File: src/rtl/rle_run_expander_if.sv
// Token-in / pixel-out handshake bundle for the RLE run expander.
// Error pulses travel with the pixel side because downstream consumes them.
interface rle_run_expander_if #(
    parameter int LEN_W = 10
);
    logic             tok_valid;
    logic             tok_ready;
    logic             tok_pixel;
    logic [LEN_W-1:0] tok_len;
    logic             pix_valid;
    logic             pix_ready;
    logic             pix_out;
    logic             pix_eol;
    logic             pix_eof;
    logic             err_zero_len;
    logic             err_overrun;

    modport master (
        output tok_valid, tok_pixel, tok_len, pix_ready,
        input  tok_ready, pix_valid, pix_out, pix_eol, pix_eof,
        input  err_zero_len, err_overrun
    );

    modport slave (
        input  tok_valid, tok_pixel, tok_len, pix_ready,
        output tok_ready, pix_valid, pix_out, pix_eol, pix_eof,
        output err_zero_len, err_overrun
    );
endinterface

File: src/rtl/rle_run_expander.sv
// Expands {pixel, run length} tokens into a 1-bit pixel stream with
// raster position tracking, line/frame markers and error pulses.
module rle_run_expander #(
    parameter int LEN_W = 10,
    parameter int IMG_W = 640,
    parameter int IMG_H = 480
) (
    input  logic                 CLK,
    input  logic                 reset_n,
    input  logic                 new_im,
    rle_run_expander_if.slave    bus
);
    localparam int X_W = $clog2(IMG_W);
    localparam int Y_W = $clog2(IMG_H);
    localparam logic [X_W-1:0] X_LAST = X_W'(IMG_W - 1);
    localparam logic [Y_W-1:0] Y_LAST = Y_W'(IMG_H - 1);
    localparam logic [LEN_W-1:0] LEN_ONE = LEN_W'(1);

    typedef enum logic {IDLE, RUN} state_t;

    state_t           r_state, w_state_nxt;
    logic [LEN_W-1:0] r_remaining, w_remaining_nxt;
    logic [X_W-1:0]   r_x, w_x_nxt;
    logic [Y_W-1:0]   r_y, w_y_nxt;
    logic             r_pix, w_pix_nxt;
    logic             r_err_zero;
    logic             r_err_ovr;

    logic w_pix_valid;
    logic w_eol;
    logic w_eof;
    logic w_xfer;
    logic w_trunc;
    logic w_tok_ready;
    logic w_accept;
    logic w_zero;
    logic w_load;

    always_comb begin
        w_pix_valid = (r_state == RUN);
        w_eol       = w_pix_valid && (r_x == X_LAST);
        w_eof       = w_eol && (r_y == Y_LAST);
        // new_im wins over everything: the pixel on the bus this cycle is not counted
        w_xfer      = w_pix_valid && bus.pix_ready && !new_im;
        w_trunc     = w_xfer && w_eof && (r_remaining > LEN_ONE);

        w_tok_ready = 1'b0;
        if (reset_n && !new_im) begin
            case (r_state)
                IDLE:    w_tok_ready = 1'b1;
                RUN:     w_tok_ready = (r_remaining == LEN_ONE) && bus.pix_ready;
                default: w_tok_ready = 1'b0;
            endcase
        end

        w_accept = bus.tok_valid && w_tok_ready;
        w_zero   = w_accept && (bus.tok_len == '0);
        w_load   = w_accept && (bus.tok_len != '0);
    end

    always_comb begin
        w_state_nxt     = r_state;
        w_remaining_nxt = r_remaining;
        w_x_nxt         = r_x;
        w_y_nxt         = r_y;
        w_pix_nxt       = r_pix;

        if (new_im) begin
            w_state_nxt     = IDLE;
            w_remaining_nxt = '0;
            w_x_nxt         = '0;
            w_y_nxt         = '0;
        end else begin
            if (w_xfer) begin
                if (r_x == X_LAST) begin
                    w_x_nxt = '0;
                    w_y_nxt = (r_y == Y_LAST) ? '0 : r_y + 1'b1;
                end else begin
                    w_x_nxt = r_x + 1'b1;
                end
            end

            case (r_state)
                IDLE: begin
                    if (w_load) begin
                        w_state_nxt     = RUN;
                        w_remaining_nxt = bus.tok_len;
                        w_pix_nxt       = bus.tok_pixel;
                    end
                end
                RUN: begin
                    if (w_xfer) begin
                        if (w_trunc) begin
                            w_state_nxt     = IDLE;
                            w_remaining_nxt = '0;
                        end else if (r_remaining == LEN_ONE) begin
                            // A token taken on the last pixel chains with no bubble
                            if (w_load) begin
                                w_remaining_nxt = bus.tok_len;
                                w_pix_nxt       = bus.tok_pixel;
                            end else begin
                                w_state_nxt     = IDLE;
                                w_remaining_nxt = '0;
                            end
                        end else begin
                            w_remaining_nxt = r_remaining - LEN_ONE;
                        end
                    end
                end
                default: w_state_nxt = IDLE;
            endcase
        end
    end

    always_ff @(posedge CLK or negedge reset_n) begin
        if (!reset_n) begin
            r_state     <= IDLE;
            r_remaining <= '0;
            r_x         <= '0;
            r_y         <= '0;
            r_pix       <= 1'b0;
            r_err_zero  <= 1'b0;
            r_err_ovr   <= 1'b0;
        end else begin
            r_state     <= w_state_nxt;
            r_remaining <= w_remaining_nxt;
            r_x         <= w_x_nxt;
            r_y         <= w_y_nxt;
            r_pix       <= w_pix_nxt;
            r_err_zero  <= w_zero;
            r_err_ovr   <= w_trunc;
        end
    end

    assign bus.tok_ready    = w_tok_ready;
    assign bus.pix_valid    = w_pix_valid;
    assign bus.pix_out      = r_pix;
    assign bus.pix_eol      = w_eol;
    assign bus.pix_eof      = w_eof;
    assign bus.err_zero_len = r_err_zero;
    assign bus.err_overrun  = r_err_ovr;
endmodule

File: src/flat_wrapper.sv
// flat-port wrapper written by rule: the top's interface ports become plain ports
module rle_run_expander_flat 
#(
    parameter int LEN_W = 10,
    parameter int IMG_W = 640,
    parameter int IMG_H = 480
)
  (CLK, reset_n, new_im, bus_tok_valid, bus_tok_pixel, bus_tok_len, bus_pix_ready, bus_tok_ready, bus_pix_valid, bus_pix_out, bus_pix_eol, bus_pix_eof, bus_err_zero_len, bus_err_overrun);
  rle_run_expander_if #(.LEN_W(LEN_W)) bus_i ();
  input  logic CLK;
  input  logic reset_n;
  input  logic new_im;
  input wire logic [$bits(bus_i.tok_valid)-1:0] bus_tok_valid;
  input wire logic [$bits(bus_i.tok_pixel)-1:0] bus_tok_pixel;
  input wire logic [$bits(bus_i.tok_len)-1:0] bus_tok_len;
  input wire logic [$bits(bus_i.pix_ready)-1:0] bus_pix_ready;
  output wire logic [$bits(bus_i.tok_ready)-1:0] bus_tok_ready;
  output wire logic [$bits(bus_i.pix_valid)-1:0] bus_pix_valid;
  output wire logic [$bits(bus_i.pix_out)-1:0] bus_pix_out;
  output wire logic [$bits(bus_i.pix_eol)-1:0] bus_pix_eol;
  output wire logic [$bits(bus_i.pix_eof)-1:0] bus_pix_eof;
  output wire logic [$bits(bus_i.err_zero_len)-1:0] bus_err_zero_len;
  output wire logic [$bits(bus_i.err_overrun)-1:0] bus_err_overrun;
  assign bus_i.tok_valid = bus_tok_valid;
  assign bus_i.tok_pixel = bus_tok_pixel;
  assign bus_i.tok_len = bus_tok_len;
  assign bus_i.pix_ready = bus_pix_ready;
  assign bus_tok_ready = bus_i.tok_ready;
  assign bus_pix_valid = bus_i.pix_valid;
  assign bus_pix_out = bus_i.pix_out;
  assign bus_pix_eol = bus_i.pix_eol;
  assign bus_pix_eof = bus_i.pix_eof;
  assign bus_err_zero_len = bus_i.err_zero_len;
  assign bus_err_overrun = bus_i.err_overrun;
  rle_run_expander #(.LEN_W(LEN_W), .IMG_W(IMG_W), .IMG_H(IMG_H)) u_core (.CLK(CLK), .reset_n(reset_n), .new_im(new_im), .bus(bus_i));
endmodule
File: config.mk
export PLATFORM = sky130hd
export DESIGN_NAME = rle_run_expander_flat
export DESIGN_NICKNAME = d
export VERILOG_FILES = /design/src/rtl/rle_run_expander_if.sv /design/src/rtl/rle_run_expander.sv /design/src/flat_wrapper.sv
export SDC_FILE = /design/constraint.sdc
export NUM_CORES = 1
export LEC_CHECK = 0
export ABC_AREA = 1
export BUFFER_PORTS_ARGS = -buffer_cell sky130_fd_sc_hd__clkbuf_2
export CAP_MARGIN = 20
export CORE_MARGIN = 2
export CORE_UTILIZATION = 64
export CTS_CLUSTER_DIAMETER = 200
export DETAILED_ROUTE_END_ITERATION = 8
export PLACE_DENSITY_LB_ADDON = 0.15
export SLEW_MARGIN = 20
export SYNTH_ARGS = -nofsm -noshare
export SYNTH_HDL_FRONTEND = slang
export SYNTH_SLANG_ARGS = --single-unit
File: constraint.sdc
create_clock -name CLK -period 4.5 [get_ports CLK]
set_input_delay 0.675 -clock CLK [delete_from_list [all_inputs] [get_ports CLK]]
set_output_delay 0.675 -clock CLK [all_outputs]
set_load 0.05 [all_outputs]
==> results of run 1 <==
cell families after synthesis:
kind of cell    count (synthesis)  synth area share (%)
simple gates                  191                 37.38
compound gates                 47                 11.60
buf+inv                        46                 8.320
flops                          33                 36.12
xor+xnor                        9                 3.448
fa+ha+maj                       4                 2.189
mux                             2                0.9305
sequential cells by signal, indices dropped and copies added, names as in the netlist:
name and cells:
u_core.bus.err_overrun 1, u_core.bus.err_zero_len 1, u_core.bus.pix_out 1, u_core.bus.pix_valid 1
u_core.r_remaining 10, u_core.r_x 10, u_core.r_y 9
cell usage after synthesis:
cell type and n:
o21ai_4 1, nor2_4 4, o22a_1 2, nand3_2 2, buf_6 1, clkbuf_1 2, mux2i_1 1, xor2_1 9
nand2_2 4, o21ai_0 22, nand4_1 6, nor3_1 5, o22ai_1 1, ha_1 4, a31oi_1 3, inv_4 1
inv_1 38, and3_1 1, buf_2 3, nor2_1 53, o21ai_1 1, nand4_4 1, a21oi_1 15, nor3b_1 1
nand3_1 22, nor2_2 5, nand2_1 87, mux2_2 1, a41oi_1 1, dfrtp_1 33, buf_4 1, o21a_1 1
cell type report:
class	count	area [sq um]
clock buffer	7	65.06
fill	281	899.6
clock inverter	1	5.005
tap	46	57.56
multi-input combinational	253	1270
inverter	39	148.9
timing repair buffer	23	117.6
sequential	33	825.8
routing by layer:
layer | track usage (%) | vias to the layer above | share of wire [%]
li1 | - | 1117 | -
met1 | 40.69 | 947 | 50
met2 | 43.42 | 56 | 44
met3 | 4.225 | 10 | 4.8
met4 | 9.239 | 0 | 1.4
met5 | 0 | - | 0
worst max-delay path, cell delays in order, from the launching register on:
cell      delay, ns
dfrtp_1        0.96
nand4_1        0.27
nor2_2         0.21
clkbuf_2       0.30
where the power goes:
group          total [mW]  switching [mW]  leakage, nW  internal (mW)
Sequential          0.347          0.0278        0.444          0.320
Combinational       0.185           0.118        0.735         0.0674
Clock               0.195           0.104       0.0413         0.0905
Total               0.728           0.250         1.22          0.477
worst paths after layout:
path,startpoint,to,slack [ns],cells past startpoint
max,u_core.bus.pix_valid$_DFF_PN0_,bus_pix_eof,1.74,3
min,reset_n,u_core.bus.pix_out$_DFFE_PN0P_,0.35,2
max reg2reg,u_core.bus.pix_valid$_DFF_PN0_,u_core.r_remaining[3]$_DFFE_PN0P_,2.14,11
min reg2reg,u_core.r_x[6]$_DFFE_PN0P_,u_core.r_x[6]$_DFFE_PN0P_,0.52,2
max in group asynchronous,reset_n,u_core.r_remaining[0]$_DFFE_PN0P_,3.84,2
min in group CLK,u_core.r_x[6]$_DFFE_PN0P_,u_core.r_x[6]$_DFFE_PN0P_,0.52,2
cell usage in the layout (no fill, tap or decap):
| master | count |
|---|---|
| mux2i_1 | 1 |
| nor3b_1 | 1 |
| nand4_4 | 1 |
| clkbuf_2 | 22 |
| buf_4 | 1 |
| o21ai_4 | 1 |
| a21oi_1 | 15 |
| o21a_1 | 1 |
| o22a_1 | 2 |
| clkinv_2 | 1 |
| nand3_2 | 2 |
| a31oi_1 | 3 |
| clkbuf_8 | 2 |
| dfrtp_1 | 33 |
| a41oi_1 | 1 |
| nor3_1 | 5 |
| clkbuf_4 | 5 |
| nand3_1 | 22 |
| and3_1 | 1 |
| nor2_2 | 5 |
| o22ai_1 | 1 |
| nand2_1 | 87 |
| inv_1 | 38 |
| o21ai_0 | 22 |
| ha_1 | 4 |
| o21ai_1 | 1 |
| inv_4 | 1 |
| mux2_2 | 1 |
| xor2_1 | 9 |
| nor2_4 | 4 |
| nor2_1 | 53 |
| nand2_2 | 4 |
| nand4_1 | 6 |
per-stage QoR:
| step | hold slack (ns) | total power [mW] | std cells | utilization (%) | cell area (sq um) |
|---|---|---|---|---|---|
| floorplan | 0.3794 | 0.4900 | 332 | - | 2286 |
| global placement | 0.4633 | 0.5313 | 394 | 71.39 | 2420 |
| detailed placement | 0.4846 | 0.5351 | 394 | 71.39 | 2420 |
| CTS | 0.3606 | 0.7299 | 402 | 73.46 | 2490 |
| global route | 0.3922 | 0.7752 | 402 | 73.46 | 2490 |
| finish | 0.3497 | 0.7277 | 402 | 73.46 | 2490 |
==> impl_results.md, run 1 <==
* Resized cells post-CTS at 0
* VDD IR-drop max at 233.2 uV
* First-pass GRT wire length at 9.080 mm
* Post-CTS setup buffers at 0
* Final WL at 5.030 mm
* Hold buffer count at cts at 0
* Power Density at 292.3 nW/um^2
* Netlist cell types at 32
* Post-DP HPWL at 3.556 mm
* CTS H-tree lvls at 2
* Num CTS Buffers at 5
* First-pass iteration count of the detailed router at 5
* ANT nets after route at 0
* Placement Setup Slack at 2.042 ns
* Global route overflow at 0
* DR WL/cell at 12.51 microns
* Pins over their slew limit at 0
* Routed via count at 2130
* Max Cap Viol at 0
* Static Leak at 1.220 nW
* Share of cells above drive strength 1 at 14.04%
* Maximum clock insertion buffer count at 2
* WP data arrival at 2.08 ns
* Final Hold Viols at 0
* Nets@finish at 375
* Post-synth design cell area at 2286 sq um
* Top cell type by total area after synthesis: dfrtp_1
* Die width at 63.77 microns
* TritonCTS clock tree: yes
* Worst setup SP type: register
* IO Port Bufs at 22
* Period utilisation layout at 61.32%
* Setup crit end kind: output pin
* Total die area at 4066 sq um
* Worst setup margin at 1.741 ns
* Crit Path Class: register to output pin
* Register area share after synthesis at 36.12%
* Yosys reg bits at 33
* Layout area overhead at 8.922%
* Setup TNS Final at 0 ns
* Syn Inst Count at 332
* Unrepaired setup endpoints after global routing: false
* Gpl congestion at 0.8876
* IO Pins at 23
* Tmin final at 2.759 ns
* Worst-skew pair later-pin latency at 0.34 ns
* Die Span Y at 63.77 microns
* HP Class: input port to async pin
* Post-Synthesis Net Count at 352
* Core Box Area at 3390 sq um
* FMAX at 362.4 MHz
* Outcome: finished, final reports clean
* DR iter-0 viols at 190
* CP Max Fanout at 29
* Top cells by area, synth: dfrtp_1 36%, nand2_1 14%, nor2_1 8.7%
* Pin count of the biggest net entering global routing at 35
* Yosys warns at 0
* Initial antenna violation count at 0
* Slew HR at 38.33%
* Clock Skew at 0.01003 ns
* Num rows at 21
* Vias in the first global route at 2008
* # setup viols final at 0
* Tot GR Track Use at 28.15%
* Clock Sinks at 33
* Initial core utilization at 67.44%
* Measured slew at the worst slew-check pin at 0.9250 ns
* Clock slew at reported path FFs at 0.11 ns
* Post-synth top area share at 36.12%
* Req. time, crit path at 3.83 ns
* Root buf cell: clkbuf_4
* Ant diodes at 0
* DRC at 0
* Via density at 5.299
* Mean Syn Cell Area at 6.885 sq um
No activity file was read; power rests on OpenSTA's default activity.
==> inputs of run 2 (changes only) <==
--- a/config.mk
+++ b/config.mk
@@ -9,7 +9,7 @@
 export BUFFER_PORTS_ARGS = -buffer_cell sky130_fd_sc_hd__clkbuf_2
 export CAP_MARGIN = 20
 export CORE_MARGIN = 2
-export CORE_UTILIZATION = 64
+export CORE_UTILIZATION = 59
 export CTS_CLUSTER_DIAMETER = 200
 export DETAILED_ROUTE_END_ITERATION = 8
 export PLACE_DENSITY_LB_ADDON = 0.15
==> constraint.sdc (replaced) <==
create_clock -name CLK -period 2.8 [get_ports CLK]
set_input_delay 0.42 -clock CLK [delete_from_list [all_inputs] [get_ports CLK]]
set_output_delay 0.42 -clock CLK [all_outputs]
set_load 0.05 [all_outputs]
==> impl_results.md, run 2 (synthesis gave the netlist of run 1 again) <==
* Outcome: finished, final reports clean
* Internal power at 0.9128 mW (+91%)
* Hold buffer count at cts at 0 (unchanged)
* Core Box Area at 3689 sq um (+8.8%)
* Worst setup SP type: register
* Total stage count of the critical path at 6 (+3)
* Vias in the first global route at 2064 (+2.8%)
* Pins over their slew limit at 0 (unchanged)
* CP Cell Sequence: ha_1, nand2_1, nor2_2, nand4_1, nor2_2, clkbuf_2
* Tot GR Track Use at 27.98% (-0.17 points)
* Clock power share at 35.8% (+9.0 points)
* Gpl congestion at 0.9324 (+5.0%)
* HP Class: input port to async pin
* Unrepaired setup endpoints after global routing: false
* DR iter-0 viols at 194 (+2.1%)
* CP Max Fanout at 4 (-86%)
* Root buf cell: clkbuf_8
* DRC at 0 (unchanged)
* Clock slew at reported path FFs at 0.08 ns (-0.03 ns)
* Clock Skew at 0.01314 ns (+0.003107 ns)
* Commonest non-fill, non-tap cell in the layout: nand2_1
* Max Cap Viol at 0 (unchanged)
* ANT nets after route at 0 (unchanged)
* Net Sw Frac at 32.02% (-2.4 points)
* Layout area overhead at 11.55%
* Setup TNS Final at 0 ns (unchanged)
* CP delay by family, top: simple AND/OR/NAND/NOR gates
* Biggest regs: u_core.r_remaining (10), u_core.r_x (10), u_core.r_y (9)
* Crit-path max cell delay at 0.40 ns (-0.56 ns)
* Buf/Inv on CP at 1 (unchanged)
* Resized cells post-CTS at 0 (unchanged)
* IO Port Bufs at 22 (unchanged)
* First-pass iteration count of the detailed router at 4 (-1)
* Req. time, crit path at 2.38 ns (-1.45 ns)
* WP data arrival at 1.89 ns (-0.19 ns)
* Post-CTS setup buffers at 0 (unchanged)
* Register-to-Register Setup Slack at 0.76 ns (-1.38 ns)
* FMAX at 432.3 MHz
* Crit Path Class: register to output pin
* Most frequent cells in the layout: 87 x nand2_1, 53 x nor2_1, 38 x inv_1
* Period utilisation layout at 82.62%
* Post-DP HPWL at 3.898 mm (+9.6%)
* Slew HR at 62.17% (+24 points)
* Pin count of the biggest net entering global routing at 34 (-2.9%)
* IO Pins at 23 (unchanged)
* Total power at 1.343 mW (+85%)
* Filler instances at 318 (+13%)
* Clock Sinks at 33 (unchanged)
* Final WL at 5.326 mm (+5.9%)
* Routed via count at 2222 (+4.3%)
* Reg2reg path depth at 13 (+2)
* Measured slew at the worst slew-check pin at 0.5674 ns (-0.3576 ns)
* Maximum clock insertion buffer count at 2 (unchanged)
* VDD IR-drop max at 323.7 uV (+39%)
* Via density at 5.486 (+3.5%)
* # setup viols final at 0 (unchanged)
* Setup crit end kind: output pin
* Worst-skew pair later-pin latency at 0.30 ns (-0.04 ns)
* Final Hold Viols at 0 (unchanged)
* Num rows at 22 (+4.8%)
* Crit path to: bus_pix_eof
* FF-to-FF End: u_core.r_remaining[5]$_DFFE_PN0P_
* CTS H-tree lvls at 2 (unchanged)
* Num CTS Buffers at 5 (unchanged)
* Static Leak at 1.242 nW (+1.8%)
* Power Density at 526.6 nW/um^2 (+80%)
* Nets@finish at 376 (+0.27%)
* Die width at 66.25 microns (+3.9%)
* Ant diodes at 0 (unchanged)
* First-pass GRT wire length at 9.232 mm (+1.7%)
* Initial antenna violation count at 0 (unchanged)
* Initial core utilization at 61.97% (-5.5 points)
* DR WL/cell at 13.15 microns (+5.1%)
* Share of cells above drive strength 1 at 14.29% (+0.24 points)
* Die Span Y at 66.25 microns (+3.9%)
* Total die area at 4388 sq um (+7.9%)
* Combinational group share of total power at 22.9% (-2.6 points)
* Tmin final at 2.313 ns
* Crit-path most repeated cell: nor2_2
* Seq pwr share at 41.4% (-6.3 points)
* Reg-to-Reg Start: u_core.r_remaining[1]$_DFFE_PN0P_
* Global route overflow at 0 (unchanged)
* CP max-delay cell: dfrtp_1
* Critical path startpoint: u_core.r_x[0]$_DFFE_PN0P_
* Net Switching at 0.4300 mW (+72%)
* TritonCTS clock tree: yes
## run 2: changes by cell type in the layout (fill, tap and decap cells not counted)
| cell | change |
|---|---|
| clkbuf_4 | -5 |
| clkbuf_8 | +4 |
| buf_4 | +1 |
| bufinv_16 | +1 |
| clkinv_2 | -1 |
| clkinvlp_4 | +1 |
## run 2: power by group through the flow
stage	sequential [mW]	clock [mW]	combinational (mW)
finish	0.555	0.480	0.307
global route	0.561	0.498	0.354
CTS	0.554	0.482	0.305
detailed placement	0.562	0	0.304
global placement	0.562	0	0.298
floorplan	0.564	0	0.223
## run 2: per-layer routing
metal | up-vias | part of all wire [%] | track usage, %
li1 | 1118 | - | -
met1 | 1010 | 46 | 37.42
met2 | 82 | 45 | 44.00
met3 | 12 | 6.6 | 6.133
met4 | 0 | 1.7 | 10.97
met5 | - | 0 | 0
## run 2: worst min path at each step
stage | start | end | cells after the start
after floorplan | reset_n | u_core.bus.err_overrun$_DFF_PN0_ | 0
after global placement | u_core.r_remaining[1]$_DFFE_PN0P_ | u_core.r_remaining[1]$_DFFE_PN0P_ | 2
after detailed placement | u_core.r_remaining[1]$_DFFE_PN0P_ | u_core.r_remaining[1]$_DFFE_PN0P_ | 2
after CTS | reset_n | u_core.r_x[3]$_DFFE_PN0P_ | 2
after global routing | reset_n | u_core.r_x[3]$_DFFE_PN0P_ | 2
final | reset_n | u_core.r_x[3]$_DFFE_PN0P_ | 2
## run 2: metrics by stage
stage | hold slack, ns | std cells | utilization (%) | area, sq um | worst slack, ns
detailed placement | 0.4771 | 397 | 65.88 | 2430 | 0.7697
floorplan | 0.1244 | 332 | - | 2286 | 0.5664
finish | 0.1634 | 405 | 69.13 | 2550 | 0.4867
global route | 0.2049 | 405 | 69.13 | 2550 | 0.3597
global placement | 0.4680 | 397 | 65.88 | 2430 | 0.7945
CTS | 0.1790 | 405 | 69.13 | 2550 | 0.4929
## run 2: layout make-up
| type | count | area, sq um | area share [%] |
|---|---|---|---|
| multi-input cells | 253 | 1270 | 49.80 |
| flip-flops and latches | 33 | 825.8 | 32.38 |
| inverters | 39 | 148.9 | 5.839 |
| repair buffers | 24 | 125.1 | 4.907 |
| clock buffers | 6 | 82.58 | 3.238 |
| well taps | 48 | 60.06 | 2.355 |
| clock inverters | 2 | 37.54 | 1.472 |
==> inputs of run 3 (changes only) <==
--- a/config.mk
+++ b/config.mk
@@ -5,11 +5,11 @@
 export SDC_FILE = /design/constraint.sdc
 export NUM_CORES = 1
 export LEC_CHECK = 0
-export ABC_AREA = 1
+export ABC_AREA = 0
 export BUFFER_PORTS_ARGS = -buffer_cell sky130_fd_sc_hd__clkbuf_2
 export CAP_MARGIN = 20
 export CORE_MARGIN = 2
-export CORE_UTILIZATION = 59
+export CORE_UTILIZATION = 53
 export CTS_CLUSTER_DIAMETER = 200
 export DETAILED_ROUTE_END_ITERATION = 8
 export PLACE_DENSITY_LB_ADDON = 0.15
==> constraint.sdc (replaced) <==
create_clock -name CLK -period 1.9 [get_ports CLK]
set_input_delay 0.285 -clock CLK [delete_from_list [all_inputs] [get_ports CLK]]
set_output_delay 0.285 -clock CLK [all_outputs]
set_load 0.05 [all_outputs]
==> impl_results.md, run 3 <==
* Commonest non-fill, non-tap cell in the layout: buf_4
* Total die area at 4646 sq um (+5.9%)
* Top cell type by total area after synthesis: dfrtp_1
* Share of cells above drive strength 1 at 38.69% (+24 points)
* Most frequent cells in the layout: 59 x buf_4, 30 x nand2_1, 30 x dfrtp_1
* CP Max Fanout at 6 (+2)
* Pins over their slew limit at 0 (unchanged)
* Post-DP HPWL at 4.604 mm (+18%)
* Worst setup SP type: register
* DR iter-0 viols at 216 (+11%)
* Static Leak at 1.393 nW (+12%)
* Register area at 829.5 sq um (+0.45%)
* Power Density at 637.6 nW/um^2 (+21%)
* Crit Path Class: register to register
* Syn Inst Count at 255 (-23%)
* # setup viols final at 12 (+12)
* Mean Syn Cell Area at 8.557 sq um (+24%)
* Post-synth design cell area at 2182 sq um (-4.5%)
* VDD IR-drop max at 455.8 uV (+41%)
* Failing checks: setup timing
* Clock Skew at 0.008820 ns (-0.004319 ns)
* TritonCTS clock tree: yes
* Post-synth EDFFs at 0 (unchanged)
* ANT nets after route at 0 (unchanged)
* Routed via count at 2308 (+3.9%)
* Post-Synthesis Net Count at 275 (-22%)
* First-pass iteration count of the detailed router at 5 (+1)
* IO Pins at 23 (unchanged)
* DR WL/cell at 17.19 microns (+31%)
* Num CTS Buffers at 5 (unchanged)
* Post-synth top area share at 37.84% (+1.7 points)
* Tmin final at 2.043 ns
* Top cells by area, synth: dfrtp_1 38%, nand2_1 5.7%, nor2_1 5.3%
* IO Port Bufs at 22 (unchanged)
* Tot GR Track Use at 30.06% (+2.1 points)
* Worst-skew pair later-pin latency at 0.29 ns (about the same)
* Yosys warns at 0 (unchanged)
* Yosys reg bits at 33 (unchanged)
* First-pass GRT wire length at 10.30 mm (+12%)
* Measured slew at the worst slew-check pin at 0.4169 ns (-0.1505 ns)
* Worst setup margin at -0.1429 ns (-0.6295 ns)
* Via density at 5.979 (+9.0%)
* Die width at 68.17 microns (+2.9%)
* Outcome: complete, but fails checks
* Die Span Y at 68.17 microns (+2.9%)
* Slew HR at 72.21% (+10 points)
* Unrepaired setup endpoints after global routing: true
* FMAX at 489.5 MHz
* Vias in the first global route at 2235 (+8.3%)
* Setup crit end kind: register
* Fin util at 78.83% (+9.7 points)
* Final Hold Viols at 0 (unchanged)
* Biggest regs: u_core.r_remaining (10), u_core.r_x (10), u_core.r_y (9)
* Num rows at 23 (+4.5%)
* CTS H-tree lvls at 2 (unchanged)
* Root buf cell: clkbuf_8
* Gpl congestion at 0.8679 (-6.9%)
* Synth async-reset ratio at 100.0% (unchanged)
* Period utilisation layout at 107.5%
* Clock slew at reported path FFs at 0.07 ns (about the same)
* Final WL at 6.637 mm (+25%)
* Multi-input gate area at 1486 sq um (+17%)
* Dpl cells at 365 (-8.1%)
* Maximum clock insertion buffer count at 2 (unchanged)
* Netlist cell types at 59 (+84%)
* Filler instances at 293 (-7.9%)
* HP Class: input port to register
* Initial core utilization at 54.95% (-7.0 points)
* Dominant synthesized flop cell: dfrtp_1
* Layout area overhead at 43.46%
* Core Box Area at 3971 sq um (+7.7%)
* WP data arrival at 2.21 ns (+0.32 ns)
* Ant diodes at 0 (unchanged)
* Clock Sinks at 33 (unchanged)
* Top cells by count, synth: 33 x dfrtp_1, 33 x nand2_1, 31 x nor2_1
* Global route overflow at 0 (unchanged)
* Pin count of the biggest net entering global routing at 32 (-5.9%)
* Initial antenna violation count at 0 (unchanged)
* Req. time, crit path at 2.07 ns (-0.31 ns)
* Final cell count without fillers at 386 (-4.7%)
* Register area share after synthesis at 37.84% (+1.7 points)
* DRC at 0 (unchanged)
* Register-to-Register Setup Slack at -0.14 ns (-0.90 ns)
* Nets@finish at 355 (-5.6%)
* Max Cap Viol at 0 (unchanged)
## run 3: changes by cell type in the layout (fill, tap and decap cells not counted), moves of 5 or more
cell | before | now
buf_4 | 2 | 59
a21oi_1 | 15 | 9
nand2_1 | 87 | 30
inv_1 | 38 | 12
nand3_1 | 22 | 10
nor2_1 | 53 | 29
o211ai_1 | 0 | 5
o21ai_0 | 22 | 6
## run 3: stage by stage
step | area, sq um | setup TNS [ns] | hold WS (ns) | total power [mW] | worst slack (ns)
after floorplan | 2242 | -0.5227 | -0.01059 | 1.072 | -0.1099
after global placement | 2736 | -0.06865 | 0.1146 | 1.284 | -0.02474
after detailed placement | 2736 | -0.3785 | 0.1131 | 1.288 | -0.08843
after CTS | 2972 | -0.4859 | 0.2305 | 1.933 | -0.09618
after global routing | 3131 | -1.496 | 0.2492 | 2.071 | -0.2023
final | 3131 | -0.7410 | 0.2344 | 1.996 | -0.1429
## run 3: logic make-up after synthesis
| family | count (synthesis) | share of synthesized area [%] |
|---|---|---|
| muxes | 4 | 1.950 |
| xor gates and xnor gates | 10 | 4.014 |
| DFF | 33 | 37.84 |
| buffers and inverters | 22 | 4.530 |
| and+or+nand+nor | 124 | 29.76 |
| AOI/OAI and AO/OA | 58 | 19.61 |
| adders and majority gates | 4 | 2.294 |
## run 3: per-layer routing
metal / global-route usage (%) / up-vias / wire, microns
met5: 0 / - / 0
met4: 13.75 / 0 / 172
met3: 5.757 / 19 / 362
met2: 52.91 / 80 / 3403
met1: 35.15 / 1091 / 2697
li1: - / 1118 / -
## run 3: cell type report
type	count	share of cell area, %
multi-input cells	200	47.48
flip-flops and latches	33	26.50
repair buffers	83	19.34
clock inverters	1	0.1599
clock buffers	7	3.078
inverters	12	1.439
well taps	50	1.998
## run 3: critical path, cell delays in order (launching register included)
cell,delay [ns]
dfrtp_1,0.45
nor4_4,0.39
buf_4,0.20
nand3_1,0.22
a21o_4,0.30
a32oi_1,0.25
a211oi_2,0.10
## run 3: timing repair
item	in CTS	in global routing
pin swaps	9	6
hold endpoints to repair	2	0
gates resized for setup	13	26
hold buffers	1	0
setup endpoints to repair	11	19
setup buffers	9	3
## run 3: power breakdown
group          internal (mW)  switching [mW]  total, mW
combinational          0.290           0.336      0.626
clock                  0.328           0.272      0.600
sequential             0.731          0.0401      0.771
## run 3: worst paths after layout
| kind | from | to | cells past startpoint |
|---|---|---|---|
| max in group asynchronous | reset_n | u_core.bus.pix_valid$_DFF_PN0_ | 3 |
| worst min register to register | u_core.bus.pix_out$_DFFE_PN0P_ | u_core.bus.pix_out$_DFFE_PN0P_ | 1 |
| worst max-delay path | u_core.r_remaining[8]$_DFFE_PN0P_ | u_core.r_remaining[7]$_DFFE_PN0P_ | 6 |
| min in group asynchronous | reset_n | u_core.r_y[7]$_DFFE_PN0P_ | 2 |
| worst min-delay path | bus_tok_pixel | u_core.bus.pix_out$_DFFE_PN0P_ | 2 |
| worst max register to register | u_core.r_remaining[8]$_DFFE_PN0P_ | u_core.r_remaining[7]$_DFFE_PN0P_ | 6 |
